<file path="src/rtl/fetch_pkg.sv">
// fetch_pkg: shared types and constants for the instruction fetch sequencer.
//   state_t    - fetch FSM state encoding
//   PC_W       - program counter / address width
//   WORD_BYTES - bytes per instruction word
//   BYTE_W     - width of one memory byte lane
//   pc_oob()   - true when no full word can start at pc
package fetch_pkg;

    localparam int PC_W       = 32;
    localparam int WORD_BYTES = 4;
    localparam int BYTE_W     = 8;

    typedef enum logic [1:0] {
        S_FETCH = 2'd0,
        S_HOLD  = 2'd1,
        S_FAULT = 2'd2
    } state_t;

    // A word starting at pc runs past the end of memory when pc exceeds
    // the last legal word address. Checked before pc+cnt can wrap.
    function automatic logic pc_oob(input logic [PC_W-1:0] pc, input int mem_bytes);
        return pc > PC_W'(mem_bytes - WORD_BYTES);
    endfunction

endpackage

</file>
<file path="src/rtl/fetch_word_asm.sv">
// fetch_word_asm: byte-lane word assembly register.
//   clk, rst_n - clock, async active-low reset
//   clr        - zero all lanes (discard a partial word)
//   ld         - write din into the lane picked by sel
//   sel        - byte index within the word; 0 lands in the top lane (big-endian)
//   din        - byte to capture
//   dout       - assembled word
module fetch_word_asm
    import fetch_pkg::*;
#(
    parameter int NUM_LANES = WORD_BYTES,
    parameter int VEC_W     = BYTE_W,
    localparam int SEL_W    = $clog2(NUM_LANES)
) (
    input  logic                       clk,
    input  logic                       rst_n,
    input  logic                       clr,
    input  logic                       ld,
    input  logic [SEL_W-1:0]           sel,
    input  logic [VEC_W-1:0]           din,
    output logic [NUM_LANES*VEC_W-1:0] dout
);

    logic [NUM_LANES-1:0][VEC_W-1:0] lanes;
    logic [SEL_W-1:0]                lane_idx;

    // Byte 0 of the word belongs in the most significant lane.
    assign lane_idx = SEL_W'(NUM_LANES - 1) - sel;

    always_ff @(posedge clk or negedge rst_n) begin
        if (!rst_n) begin
            lanes <= '0;
        end else if (clr) begin
            lanes <= '0;
        end else if (ld) begin
            lanes[lane_idx] <= din;
        end
    end

    assign dout = lanes;

endmodule

</file>
<file path="src/rtl/fetch_seq.sv">
// fetch_seq: instruction fetch sequencer. Owns the PC, reads one byte per
// cycle from a combinational instruction memory, assembles big-endian
// 32-bit words and hands them to decode over valid/ready.
//   clk, rst_n           - clock, async active-low reset
//   mem_addr, mem_rd     - byte address (pc+cnt) and capture strobe to memory
//   mem_data             - byte returned combinationally for mem_addr
//   ins_out, ins_pc      - assembled word and its address
//   ins_valid, ins_ready - handshake with decode
//   redirect, redirect_pc- PC load from branch/jump logic, highest priority
//   fault                - sticky stop on out-of-range or misaligned PC
module fetch_seq
    import fetch_pkg::*;
#(
    parameter int          MEM_BYTES = 1000,
    parameter logic [31:0] RESET_PC  = 32'd0
) (
    input  logic        clk,
    input  logic        rst_n,
    output logic [31:0] mem_addr,
    output logic        mem_rd,
    input  logic [7:0]  mem_data,
    output logic [31:0] ins_out,
    output logic [31:0] ins_pc,
    output logic        ins_valid,
    input  logic        ins_ready,
    input  logic        redirect,
    input  logic [31:0] redirect_pc,
    output logic        fault
);

    state_t          state, state_n;
    logic [PC_W-1:0] pc, pc_n, ins_pc_n;
    logic [1:0]      cnt, cnt_n;
    logic            ins_valid_n, fault_n;
    logic            oob;

    assign oob = pc_oob(pc, MEM_BYTES);

    // State and datapath registers.
    always_ff @(posedge clk or negedge rst_n) begin
        if (!rst_n) begin
            state     <= S_FETCH;
            pc        <= RESET_PC;
            cnt       <= 2'd0;
            ins_pc    <= RESET_PC;
            ins_valid <= 1'b0;
            fault     <= 1'b0;
        end else begin
            state     <= state_n;
            pc        <= pc_n;
            cnt       <= cnt_n;
            ins_pc    <= ins_pc_n;
            ins_valid <= ins_valid_n;
            fault     <= fault_n;
        end
    end

    // Next-state logic. Redirect overrides everything, including a
    // handshake in the same cycle: the held word is still consumed, but the
    // new PC comes from redirect_pc rather than pc+4.
    always_comb begin
        state_n     = state;
        pc_n        = pc;
        cnt_n       = cnt;
        ins_pc_n    = ins_pc;
        ins_valid_n = ins_valid;
        fault_n     = fault;
        if (redirect) begin
            pc_n        = redirect_pc;
            cnt_n       = 2'd0;
            ins_valid_n = 1'b0;
            fault_n     = |redirect_pc[1:0];
            state_n     = fault_n ? S_FAULT : S_FETCH;
        end else begin
            case (state)
                S_FETCH: begin
                    if (cnt == 2'd0 && oob) begin
                        state_n = S_FAULT;
                        fault_n = 1'b1;
                    end else begin
                        cnt_n = cnt + 2'd1;
                        if (cnt == 2'd3) begin
                            cnt_n       = 2'd0;
                            ins_pc_n    = pc;
                            ins_valid_n = 1'b1;
                            state_n     = S_HOLD;
                        end
                    end
                end
                S_HOLD: begin
                    if (ins_valid && ins_ready) begin
                        pc_n        = pc + PC_W'(WORD_BYTES);
                        ins_valid_n = 1'b0;
                        state_n     = S_FETCH;
                    end
                end
                S_FAULT: begin
                    // parked until a redirect
                end
                default: begin
                    state_n = S_FAULT;
                    fault_n = 1'b1;
                end
            endcase
        end
    end

    // Memory port. A capture happens only in S_FETCH, never on a redirect
    // cycle and never for a word that would start past the end of memory.
    always_comb begin
        mem_addr = pc + PC_W'(cnt);
        mem_rd   = 1'b0;
        if (!redirect && state == S_FETCH && !(cnt == 2'd0 && oob))
            mem_rd = 1'b1;
    end

    fetch_word_asm #(
        .NUM_LANES (WORD_BYTES),
        .VEC_W     (BYTE_W)
    ) u_asm (
        .clk   (clk),
        .rst_n (rst_n),
        .clr   (redirect),
        .ld    (mem_rd),
        .sel   (cnt),
        .din   (mem_data),
        .dout  (ins_out)
    );

endmodule
</file>
<file path="config.mk">
export PLATFORM = sky130hd
export DESIGN_NAME = fetch_seq
export DESIGN_NICKNAME = d
export VERILOG_FILES = /design/src/rtl/fetch_pkg.sv /design/src/rtl/fetch_word_asm.sv /design/src/rtl/fetch_seq.sv
export SDC_FILE = /design/constraint.sdc
export NUM_CORES = 1
export LEC_CHECK = 0
export CORE_MARGIN = 2
export CORE_UTILIZATION = 54
export DETAILED_ROUTE_END_ITERATION = 8
export PLACE_DENSITY = 0.87
export SLEW_MARGIN = 30
export SYNTH_ARGS = -nofsm -noshare
export SYNTH_HDL_FRONTEND = slang
export SYNTH_SLANG_ARGS = --single-unit
</file>
<file path="constraint.sdc">
create_clock -name clk -period 6.4 [get_ports clk]
set_clock_uncertainty 0.05 [all_clocks]
set_input_delay 1.28 -clock clk [delete_from_list [all_inputs] [get_ports clk]]
set_output_delay 1.28 -clock clk [all_outputs]
set_load 0.02 [all_outputs]
</file>
[Word level (Yosys, flattened, before mapping)]
Cells that the tools add are included.
Word-level totals
  register bits: 102
  bits of input ports: 44
  output and inout bits: 99
  word-level logic and storage cells: 79
Operators by class
  $add $sub $neg: 4
  magnitude comparators: 3
  equal/unequal tests: 11
  multiplexer cells: 27
  bitwise operators: 2
  reductions and logical operators: 22
Operator list (number)
  2-to-1 mux 32 bit: 5
  adder 32 x 2 -> 32 bit: 1
  adder 32 x 3 -> 32 bit (second input constant): 1
  bitwise mux 32 bit: 1
  > comparator 32 x 10 -> 1 bit (second input constant): 1
  2-to-1 mux 2 bit: 9
  demux 8 bit (select 2 bit): 1
  inequality test 3 bit (second input constant): 3
  2-to-1 mux 8 bit: 1
  AND reduction 4 bit: 2
  nonzero test 2 bit: 4
  2-to-1 mux 1 bit: 7
  one-hot mux 2 bit (3 select lines): 1
  AND reduction 2 bit: 3
  logical AND 1 bit: 5
  == test 2 bit (second input constant): 2
  zero test 2 bit: 2
  inequality test 2 bit (second input constant): 2
  inequality test 4 x 3 -> 1 bit (second input constant): 1
  one-hot mux 1 bit (2 select lines): 2
  OR reduction 2 bit: 2
  less-than comparator 2 x 3 -> 1 bit (second input constant): 1
  inequality test 3 x 2 -> 1 bit (second input constant): 1
  AND reduction 3 bit: 1
  8 further kinds: 10

[Longest topological paths before layout]
Gate-level depths: netlist of run 1.
  word-level depth: 8
  depth in mapped cells: 9
  mapped depth without buffers: 8

[By module]
From an unflattened synthesis of run 1, not the netlist that was laid out.
Unflattened totals
  cell total of the unflattened synthesis: 530
  area, all modules: 5490.3 sq um
Modules (own cells, without submodules)
  fetch_seq: times used 1, cells an instance 414, area each 4046.4 sq um
  fetch_word_asm: times used 1, cells an instance 116, area each 1443.9 sq um

[Worst setup path before layout of run 1]
OpenSTA, ideal clock, no wires.
  path kind: register to output
  start: register cnt[0]
  end: output mem_addr[24]
  data arrival time: 2.431 ns
  data required time: 5.070 ns
  setup slack: 2.639 ns
  cell stages (with the launch flop): 10
  buffers on the path: 1
  cell sequence: dfrtp_1 > ha_1 > inv_1 > fa_1 > nand4b_1 > or2_2 > clkbuf_1 > nor3_1 > nand2_1 > xnor2_1
Between the ends
  cells in the longest elaborated chain, start to end: 1
Ends and longest elaborated chain
  start, declared: RTL line fetch_seq.sv:33  | logic [1:0] cnt, cnt_n;
  start signal, assigned: RTL line fetch_seq.sv:51  | cnt <= cnt_n;
  adder 32 x 2 -> 32 bit: RTL line fetch_seq.sv:111  | mem_addr = pc + PC_W'(cnt);
  end, declared: RTL line fetch_seq.sv:19  | output logic [31:0] mem_addr,
No other way between the ends.

[Final worst setup path of run 1]
  start: register cnt[0]
  end: output mem_addr[28]
The elaborated chain is that of the path after synthesis.

==> flow_metrics.py, run 1 <==
metrics = {
    "status": {
        "status": "finished clean",
    },
    "route": {
        "drt_pass1_iterations": 6,
        "routed_wl_mm": 14.0,
        "avgViaCountPerCell": 5.53,
        "drtIter0Drc": 255,
        "dr_total_vias": 4349,
        "ant_nets": 0,
        "wire_per_inst_um": 17.8,
        "drc_errors": 0,
    },
    "synth": {
        "ys_warn_count": 0,
        "synth_top_family_by_area": "simple AND/OR/NAND/NOR gates",
        "synth_compound_area_frac": 0.0439,
        "syn-mean-instance-area_sq_um": 10.6,
        "synth_seq_cells": 102,
        "syn_area_sq_um": 5620,
        "seq_area_frac_synth": 0.454,
        "ys_types": 42,
        "synth_fa_ha_area_frac": 0.0303,
        "synth_edf_count": 0,
        "syn_nets": 588,
        "yosys-mux-area-fraction": 0.149,
        "syn_inst": 531,
        "synth-simple-area-share": 0.183,
        "ys.flop_type": "dfrtp_1",
        "async_flop_share": 1.00,
        "synth_xor_area_frac": 0.0873,
    },
    "grt": {
        "grt_antenna_before_repair": 0,
        "grtUsageTotal": 0.254,
        "grt_pass1_vias": 4451,
        "grt_pass1_wl_mm": 22.9,
        "grt_max_degree": 99,
        "grt.overflow.total": 0,
    },
    "floorplanning": {
        "num_rows": 37,
        "initial_core_util": 0.549,
        "die_h_um": 106,
        "core_sq_um": 10200,
        "dieArea_sq_um": 11200,
        "ioPinCount": 143,
        "die_width_um": 106,
    },
    "sta": {
        "fin_ws_ns": 1.63,
        "rsz0062_at_grt": "no",
        "setup_viol": 0,
        "fin_setup_tns_ns": 0,
        "finalCritPeriodShare": 0.745,
        "max_slew_margin": 0.381,
        "drv_slew": 0,
        "finalHoldViolations": 0,
        "max_freq_mhz": 210,
        "worst_pin_slew_ns": 0.928,
        "finalCriticalPeriod_ns": 4.77,
    },
    "cells_and_area": {
        "ff_latch_area_sq_um": 2550,
        "final_util": 0.700,
        "antenna_cells": 0,
        "multi_input_area_sq_um": 2780,
        "n_fill_cell": 737,
        "drive_gt1_frac": 0.0906,
        "finalNetCount": 704,
        "area_delta_synth_final_pct": 27.5,
    },
    "worst_setup_path": {
        "cp_max_fo": 6,
        "path_cells": "ha_1, inv_1, fa_1, nand4b_1, or2_2, nor4_1, xor2_1, clkdlybuf4s50_1",
        "cp-start-kind": "flip-flop",
        "endpoint_kind": "output port",
        "crit_buf_inv": 2,
        "required_ns": 5.07,
        "crit_slowest_cell": "clkdlybuf4s50_1",
        "slowest_delay_ns": 0.65,
        "cp_data_arrival_time_ns": 3.44,
        "crit_family": "simple AND/OR/NAND/NOR gates",
        "crit_type": "flip-flop to output port",
    },
    "clocking": {
        "cts_root_buf": "clkbuf_8",
        "cts_max_path_buffers": 2,
        "clock_sinks": 102,
        "post-cts-setup-buffers": 0,
        "cts_buffers": 9,
        "clock_latency_ns": 0.36,
        "hold_buffers": 0,
        "cts_tree": "built",
        "cts.reportedPaths.clkPinSlew_ns": 0.10,
        "ctsResizeCount": 0,
        "cts.htree.levels": 3,
    },
    "placed_design": {
        "hpwl_mm": 10.1,
        "preCtsSetupSlack_ns": 2.06,
        "port_buffers": 142,
        "gp_congestion": 0.846,
    },
    "power": {
        "p_sw_mw": 0.359,
        "internal-power_mw": 0.939,
        "clock_power_share": 0.301,
        "combPwrFrac": 0.152,
        "power.density_nw_per_um2": 181,
        "switching_share": 0.277,
        "ir_drop_uv": 109,
        "p_seq_frac": 0.546,
        "leakagePower_nw": 2.94,
    },
    "run": {
        "drv_cap": 0,
    },
    "min_path": {
        "hold_path.class": "flip-flop to flip-flop",
    },
}
## power groups by stage
stage	Combinational, mW	Sequential (mW)	Clock, mW
2_1_floorplan	0.121	0.695	0
3_3_place_gp	0.193	0.718	0
3_5_place_dp	0.198	0.721	0
4_1_cts	0.199	0.708	0.397
5_1_grt	0.214	0.714	0.419
6_report	0.198	0.709	0.391
## sequential cells by signal, summed over array words and instances (netlist names)
register and flops:
ins_pc 32, pc 32, u_asm.dout 32, cnt 2
state 2, fault 1, ins_valid 1
## through the flow
stage                     area, sq um  hold WS [ns]  total power, mW  instances
after floorplan                  5620         0.480            0.816        531
final                            7160         0.468             1.30        787
after detailed placement         6980         0.444            0.918        772
after global routing             7160         0.481             1.35        787
after CTS                        7160         0.472             1.30        787
after global placement           6980         0.445            0.911        772
## final timing paths
path | startpoint | to | slack (ns) | cells after the start
setup / recovery | cnt[0] | mem_addr[28] | 1.63 | 8
hold / removal | ins_pc[24] | ins_pc[24] | 0.47 | 1
setup reg to reg | pc[26] | ins_pc[27] | 3.11 | 5
hold reg to reg | ins_pc[24] | ins_pc[24] | 0.47 | 1
max in group asynchronous | rst_n | u_asm.dout[18] | 4.28 | 2
min in group asynchronous | rst_n | ins_pc[9] | 0.89 | 1
## cell families after synthesis
kind of cell,Yosys count
xor gates and xnor gates,56
muxes,68
adders and majority gates,13
buffers and inverters,53
and+or+nand+nor,196
AOI/OAI and AO/OA,43
DFF,102
## cells in the mapped netlist (6+ instances only)
cell type,count,area share
nand2_1,58,0.039
ha_1,12,0.027
nor2_1,53,0.035
clkbuf_1,24,0.016
or3_1,6,0.0067
nor4_1,14,0.016
nand3_1,14,0.012
buf_2,6,0.0053
nor3_1,9,0.0080
mux2_4,30,0.080
dfrtp_1,102,0.45
xnor2_1,32,0.050
inv_1,13,0.0087
xor2_1,24,0.037
nand4_1,14,0.016
o21ai_0,31,0.028
mux2i_1,35,0.062
## worst reg2reg max path, cell delays in order (launching register included)
cell     delay, ns
dfrtp_1       0.49
nor4_1        0.58
a41oi_2       0.40
nor4b_4       0.55
and3_4        0.70
mux2_2        0.41
## layer usage
metal	vias to the layer above	share of wire	global-route usage
li1	2045	-	-
met1	2093	0.43	0.341
met2	193	0.49	0.422
met3	18	0.068	0.0478
met4	0	0.012	0.0733
met5	-	0	0
## cells in the final DEF (no fill, tap or decap), drive strengths merged, types with 5 or more instances in the layout
cell | Yosys | final
o21ai | 31 | 31
nand2 | 58 | 58
and4 | 5 | 5
nor4 | 19 | 19
clkbuf | 25 | 11
nand3 | 14 | 14
nor2 | 53 | 53
mux2 | 33 | 33
inv | 13 | 13
mux2i | 35 | 35
xnor2 | 32 | 32
nand4 | 14 | 14
ha | 12 | 12
dfrtp | 102 | 102
or3 | 6 | 6
xor2 | 24 | 24
clkdlybuf4s50 | 0 | 140
nor3 | 9 | 9
## area by class of cell
type,instances,share of cell area
inverter,14,0.00734
clock buffer,11,0.0183
clock inverter,4,0.00681
tap,136,0.0238
multi-input combinational,376,0.388
sequential,102,0.356
timing repair buffer,144,0.200
(Power assumes the default switching activity.)
==> inputs of run 2 (changes only) <==
Settings changed: CORE_UTILIZATION 54 to 50, PLACE_DENSITY 0.87 to 0.81.
Clock period 6.4 ns to 4.55 ns, I/O delays scaled along.
==> flow_metrics.py, run 2 (synthesized netlist as in run 1, its figures left out) <==
metrics = {
    "power": {
        "power.density_nw_per_um2": 253,
        "clock_power_share": 0.302,
        "ir_drop_uv": 183,
        "p_sw_mw": 0.551,
        "combPwrFrac": 0.151,
        "p_seq_frac": 0.546,
        "switching_share": 0.302,
        "internal-power_mw": 1.28,
        "leakagePower_nw": 2.97,
    },
    "route": {
        "drt_pass1_iterations": 8,
        "drc_errors": 0,
        "dr_total_vias": 4417,
        "drtIter0Drc": 192,
        "avgViaCountPerCell": 5.54,
        "routed_wl_mm": 14.2,
        "ant_nets": 0,
        "wire_per_inst_um": 17.8,
    },
    "floorplanning": {
        "die_width_um": 110,
        "ioPinCount": 143,
        "dieArea_sq_um": 12100,
        "num_rows": 38,
        "core_sq_um": 10900,
        "initial_core_util": 0.516,
        "die_h_um": 110,
    },
    "placed_design": {
        "hpwl_mm": 10.3,
        "port_buffers": 142,
        "gp_congestion": 0.879,
        "place_area_sq_um": 7020,
        "preCtsSetupSlack_ns": 0.623,
    },
    "cells_and_area": {
        "layout_commonest_cell": "clkdlybuf4s50_1",
        "drive_gt1_frac": 0.104,
        "area_delta_synth_final_pct": 28.3,
        "final_cell_mix": "clkdlybuf4s50_1, dfrtp_1, nand2_1",
        "finalNetCount": 709,
        "fin_area_sq_um": 7210,
        "antenna_cells": 0,
        "final_util": 0.662,
    },
    "sta": {
        "drv_slew": 0,
        "setup_viol": 0,
        "max_freq_mhz": 227,
        "finalCritPeriodShare": 0.970,
        "worst_pin_slew_ns": 0.895,
        "finalCriticalPeriod_ns": 4.41,
        "max_slew_margin": 0.403,
        "finalHoldViolations": 0,
        "fin_ws_ns": 0.136,
    },
    "clocking": {
        "cts.htree.levels": 3,
        "cts_root_buf": "clkbuf_8",
        "cts_buffers": 9,
        "cts.reportedPaths.clkPinSlew_ns": 0.11,
        "hold_buffers": 0,
        "post-cts-setup-buffers": 0,
        "clock_sinks": 102,
        "cts_max_path_buffers": 2,
        "cts_tree": "built",
        "clock_latency_ns": 0.39,
    },
    "grt": {
        "grt_antenna_before_repair": 0,
        "grt.overflow.total": 0,
        "grtUsageTotal": 0.243,
        "grt_pass1_vias": 4414,
        "grt_max_degree": 57,
        "grt_pass1_wl_mm": 22.6,
    },
    "run": {
        "drv_cap": 0,
    },
    "worst_setup_path": {
        "crit_slowest_cell": "clkdlybuf4s50_1",
        "required_ns": 3.59,
        "cp_max_fo": 6,
        "cp-start-kind": "flip-flop",
        "path_cells": "ha_1, inv_1, fa_1, nand4b_1, or2_2, nor4_1, xor2_1, clkdlybuf4s50_1",
        "endpoint_kind": "output port",
        "cp_data_arrival_time_ns": 3.45,
        "slowest_delay_ns": 0.63,
        "crit_type": "flip-flop to output port",
    },
    "status": {
        "status": "finished clean",
    },
    "min_path": {
        "hold_path.class": "flip-flop to flip-flop",
    },
}
[run 2: worst paths after layout]
| path | slack (ns) | end | startpoint | cells past startpoint |
|---|---|---|---|---|
| worst max-delay path | 0.14 | mem_addr[30] | cnt[0] | 8 |
| min in group asynchronous | 0.57 | ins_pc[11] | rst_n | 2 |
| worst max register to register | 1.03 | ins_pc[10] | pc[13] | 6 |
| worst min register to register | 0.47 | ins_pc[27] | ins_pc[27] | 1 |
| max in group asynchronous | 3.37 | u_asm.dout[30] | rst_n | 2 |
| worst min-delay path | 0.47 | ins_pc[27] | ins_pc[27] | 1 |
[run 2: worst max-delay path: cells and delay by family, from the launching register on]
| family | cells | cell delay [ns] |
|---|---|---|
| xor gates and xnor gates | 1 | 0.20 |
| buffers and inverters | 2 | 0.69 |
| adders and majority gates | 2 | 0.63 |
| DFF | 1 | 0.44 |
| and+or+nand+nor | 3 | 1.11 |
[run 2: per-stage QoR]
| step | TNS, ns | hold WS (ns) | std cells | total power [mW] |
|---|---|---|---|---|
| after floorplan | 0 | 0.480 | 531 | 1.15 |
| final | 0 | 0.470 | 797 | 1.83 |
| after CTS | 0 | 0.476 | 797 | 1.84 |
| after detailed placement | 0 | 0.449 | 781 | 1.29 |
| after global routing | -0.0498 | 0.486 | 797 | 1.90 |
| after global placement | 0 | 0.446 | 781 | 1.28 |
[run 2: per-layer routing]
layer | share of wire | track usage | up-vias
li1 | - | - | 2060
met1 | 0.43 | 0.320 | 2152
met2 | 0.48 | 0.391 | 182
met3 | 0.076 | 0.0682 | 23
met4 | 0.016 | 0.0732 | 0
met5 | 0 | 0 | -
[run 2: what timing repair did]
| item | 4_1_cts | 5_1_grt |
|---|---|---|
| endpoints found under the hold margin | 0 | 0 |
| resized for setup | 0 | 2 |
| setup endpoints to repair | 0 | 2 |
[run 2: power by group through the flow]
stage                     Combinational (mW)  Clock, mW  Sequential, mW
after floorplan                        0.170          0           0.978
after global placement                 0.274          0            1.01
after detailed placement               0.278          0            1.01
after CTS                              0.280      0.563           0.996
after global routing                   0.301      0.596            1.00
final                                  0.276      0.552           0.998
[run 2: cell type report]
| class | instances | area, sq um |
|---|---|---|
| Clock buffer | 9 | 124 |
| Clock inverter | 7 | 58.8 |
| Fill cell | 859 | 3680 |
| Inverter | 14 | 52.6 |
| Multi-Input combinational cell | 376 | 2780 |
| Sequential cell | 102 | 2550 |
| Tap cell | 140 | 175 |
| Timing Repair Buffer | 149 | 1470 |
==> inputs of run 3 (changes only) <==
--- a/config.mk
+++ b/config.mk
@@ -10,5 +10,5 @@
 export DETAILED_ROUTE_END_ITERATION = 8
 export PLACE_DENSITY = 0.81
-export SLEW_MARGIN = 30
+export SLEW_MARGIN = 20
 export SYNTH_ARGS = -nofsm -noshare
 export SYNTH_HDL_FRONTEND = slang
==> constraint.sdc (replaced) <==
create_clock -name clk -period 4.55 [get_ports clk]
set_clock_uncertainty 0.05 [all_clocks]
set_input_delay 0.6825 -clock clk [delete_from_list [all_inputs] [get_ports clk]]
set_output_delay 0.6825 -clock clk [all_outputs]
set_load 0.02 [all_outputs]
==> flow_metrics.py, run 3 (synthesized netlist as in run 1, its figures left out) <==
metrics = {
    "grt": {
        "grt_max_degree": 65,
        "grt.overflow.total": 0,
        "grt_antenna_before_repair": 0,
        "grt_pass1_wl_mm": 22.9,
        "grtUsageTotal": 0.242,
        "grt_pass1_vias": 4538,
    },
    "sta": {
        "finalHoldViolations": 0,
        "setup_viol": 0,
        "finalCriticalPeriod_ns": 4.13,
        "max_slew_margin": 0.383,
        "fin_setup_tns_ns": 0,
        "rsz0062_at_grt": "no",
        "finalCritPeriodShare": 0.908,
        "worst_pin_slew_ns": 0.925,
        "max_freq_mhz": 242,
        "holdWs_ns": 0.337,
        "drv_slew": 0,
    },
    "clocking": {
        "clock_latency_ns": 0.36,
        "cts.htree.levels": 3,
        "cts_buffers": 9,
        "cts_tree": "built",
        "cts_max_path_buffers": 2,
        "hold_buffers": 0,
        "cts.reportedPaths.clkPinSlew_ns": 0.11,
        "cts_root_buf": "clkbuf_8",
        "post-cts-setup-buffers": 0,
        "clock_sinks": 102,
        "ctsResizeCount": 0,
    },
    "route": {
        "avgViaCountPerCell": 5.54,
        "ant_nets": 0,
        "dr_total_vias": 4405,
        "wire_per_inst_um": 17.9,
        "drtIter0Drc": 264,
        "routed_wl_mm": 14.2,
        "drc_errors": 0,
        "drt_pass1_iterations": 4,
    },
    "power": {
        "power.density_nw_per_um2": 251,
        "leakagePower_nw": 2.95,
        "ir_drop_uv": 168,
    },
    "placed_design": {
        "place_area_sq_um": 7010,
        "port_buffers": 142,
        "gp_congestion": 0.831,
        "dp.cells": 779,
        "hpwl_mm": 10.2,
    },
    "floorplanning": {
        "dieArea_sq_um": 12100,
        "initial_core_util": 0.516,
        "core_sq_um": 10900,
        "die_width_um": 110,
        "die_h_um": 110,
        "ioPinCount": 143,
        "num_rows": 38,
    },
    "worst_setup_path": {
        "endpoint_kind": "output port",
        "cp-start-kind": "flip-flop",
        "path_cells": "ha_1, inv_1, fa_1, nand4b_1, or2_2, nor3_1, nand2_1, xnor2_1, clkdlybuf4s50_1",
        "crit_type": "flip-flop to output port",
        "slowest_delay_ns": 0.63,
        "cp_max_fo": 6,
        "required_ns": 3.82,
        "crit_slowest_cell": "clkdlybuf4s50_1",
        "cp_data_arrival_time_ns": 3.40,
    },
    "run": {
        "drv_cap": 0,
    },
    "status": {
        "status": "finished clean",
    },
    "cells_and_area": {
        "area_delta_synth_final_pct": 27.7,
        "layout_commonest_cell": "clkdlybuf4s50_1",
        "drive_gt1_frac": 0.0992,
        "n_fill_cell": 869,
        "fin_area_sq_um": 7180,
        "stdcell_count": 795,
        "finalNetCount": 707,
        "antenna_cells": 0,
        "final_cell_mix": "clkdlybuf4s50_1, dfrtp_1, nand2_1",
    },
    "min_path": {
        "hold_path.class": "input pin to async pin",
    },
}
-- run 3: final timing paths --
kind	from	endpoint	slack, ns	depth (start not counted)
setup / recovery	cnt[0]	mem_addr[24]	0.42	9
max in group asynchronous	rst_n	ins_pc[29]	3.09	2
hold / removal	rst_n	pc[11]	0.34	1
min in group clk	ins_pc[3]	ins_pc[3]	0.47	1
setup reg to reg	pc[24]	ins_pc[18]	1.04	6
hold reg to reg	ins_pc[3]	ins_pc[3]	0.47	1
-- run 3: layer usage --
metal | up-vias | routed length, um | GRT usage
li1 | 2058 | - | -
met1 | 2138 | 6020 | 0.323
met2 | 186 | 6770 | 0.395
met3 | 23 | 1110 | 0.0535
met4 | 0 | 292 | 0.0769
met5 | - | 0 | 0
-- run 3: final cells by class --
class / instances / area (sq um) / share of cell area
clock inverters: 7 / 48.8 / 0.00680
flip-flops and latches: 102 / 2550 / 0.356
repair buffers: 147 / 1450 / 0.202
clock buffers: 9 / 124 / 0.0173
multi-input cells: 376 / 2770 / 0.386
inverters: 14 / 52.6 / 0.00732
well taps: 140 / 175 / 0.0244
-- run 3: where the power goes --
part / switching [mW] / total [mW] / internal [mW]
logic: 0.142 / 0.276 / 0.133
registers: 0.0626 / 0.998 / 0.935
clock network: 0.329 / 0.530 / 0.202
total: 0.533 / 1.80 / 1.27
-- run 3: critical path, delay by kind of cell (launching register included) --
kind / cells / cell delay, ns
XOR/XNOR: 1 / 0.14
adder cells (fa/ha/maj): 2 / 0.63
buffers and inverters: 2 / 0.69
flip-flops: 1 / 0.45
AND/OR/NAND/NOR: 4 / 1.15
-- run 3: metrics by stage --
step                      worst slack [ns]  total power, mW  utilization
after floorplan                       1.39             1.15            -
after global placement               0.912             1.28        0.643
after detailed placement             0.785             1.29        0.643
after CTS                            0.390             1.82        0.659
after global routing                 0.159             1.88        0.659
final                                0.418             1.80        0.659
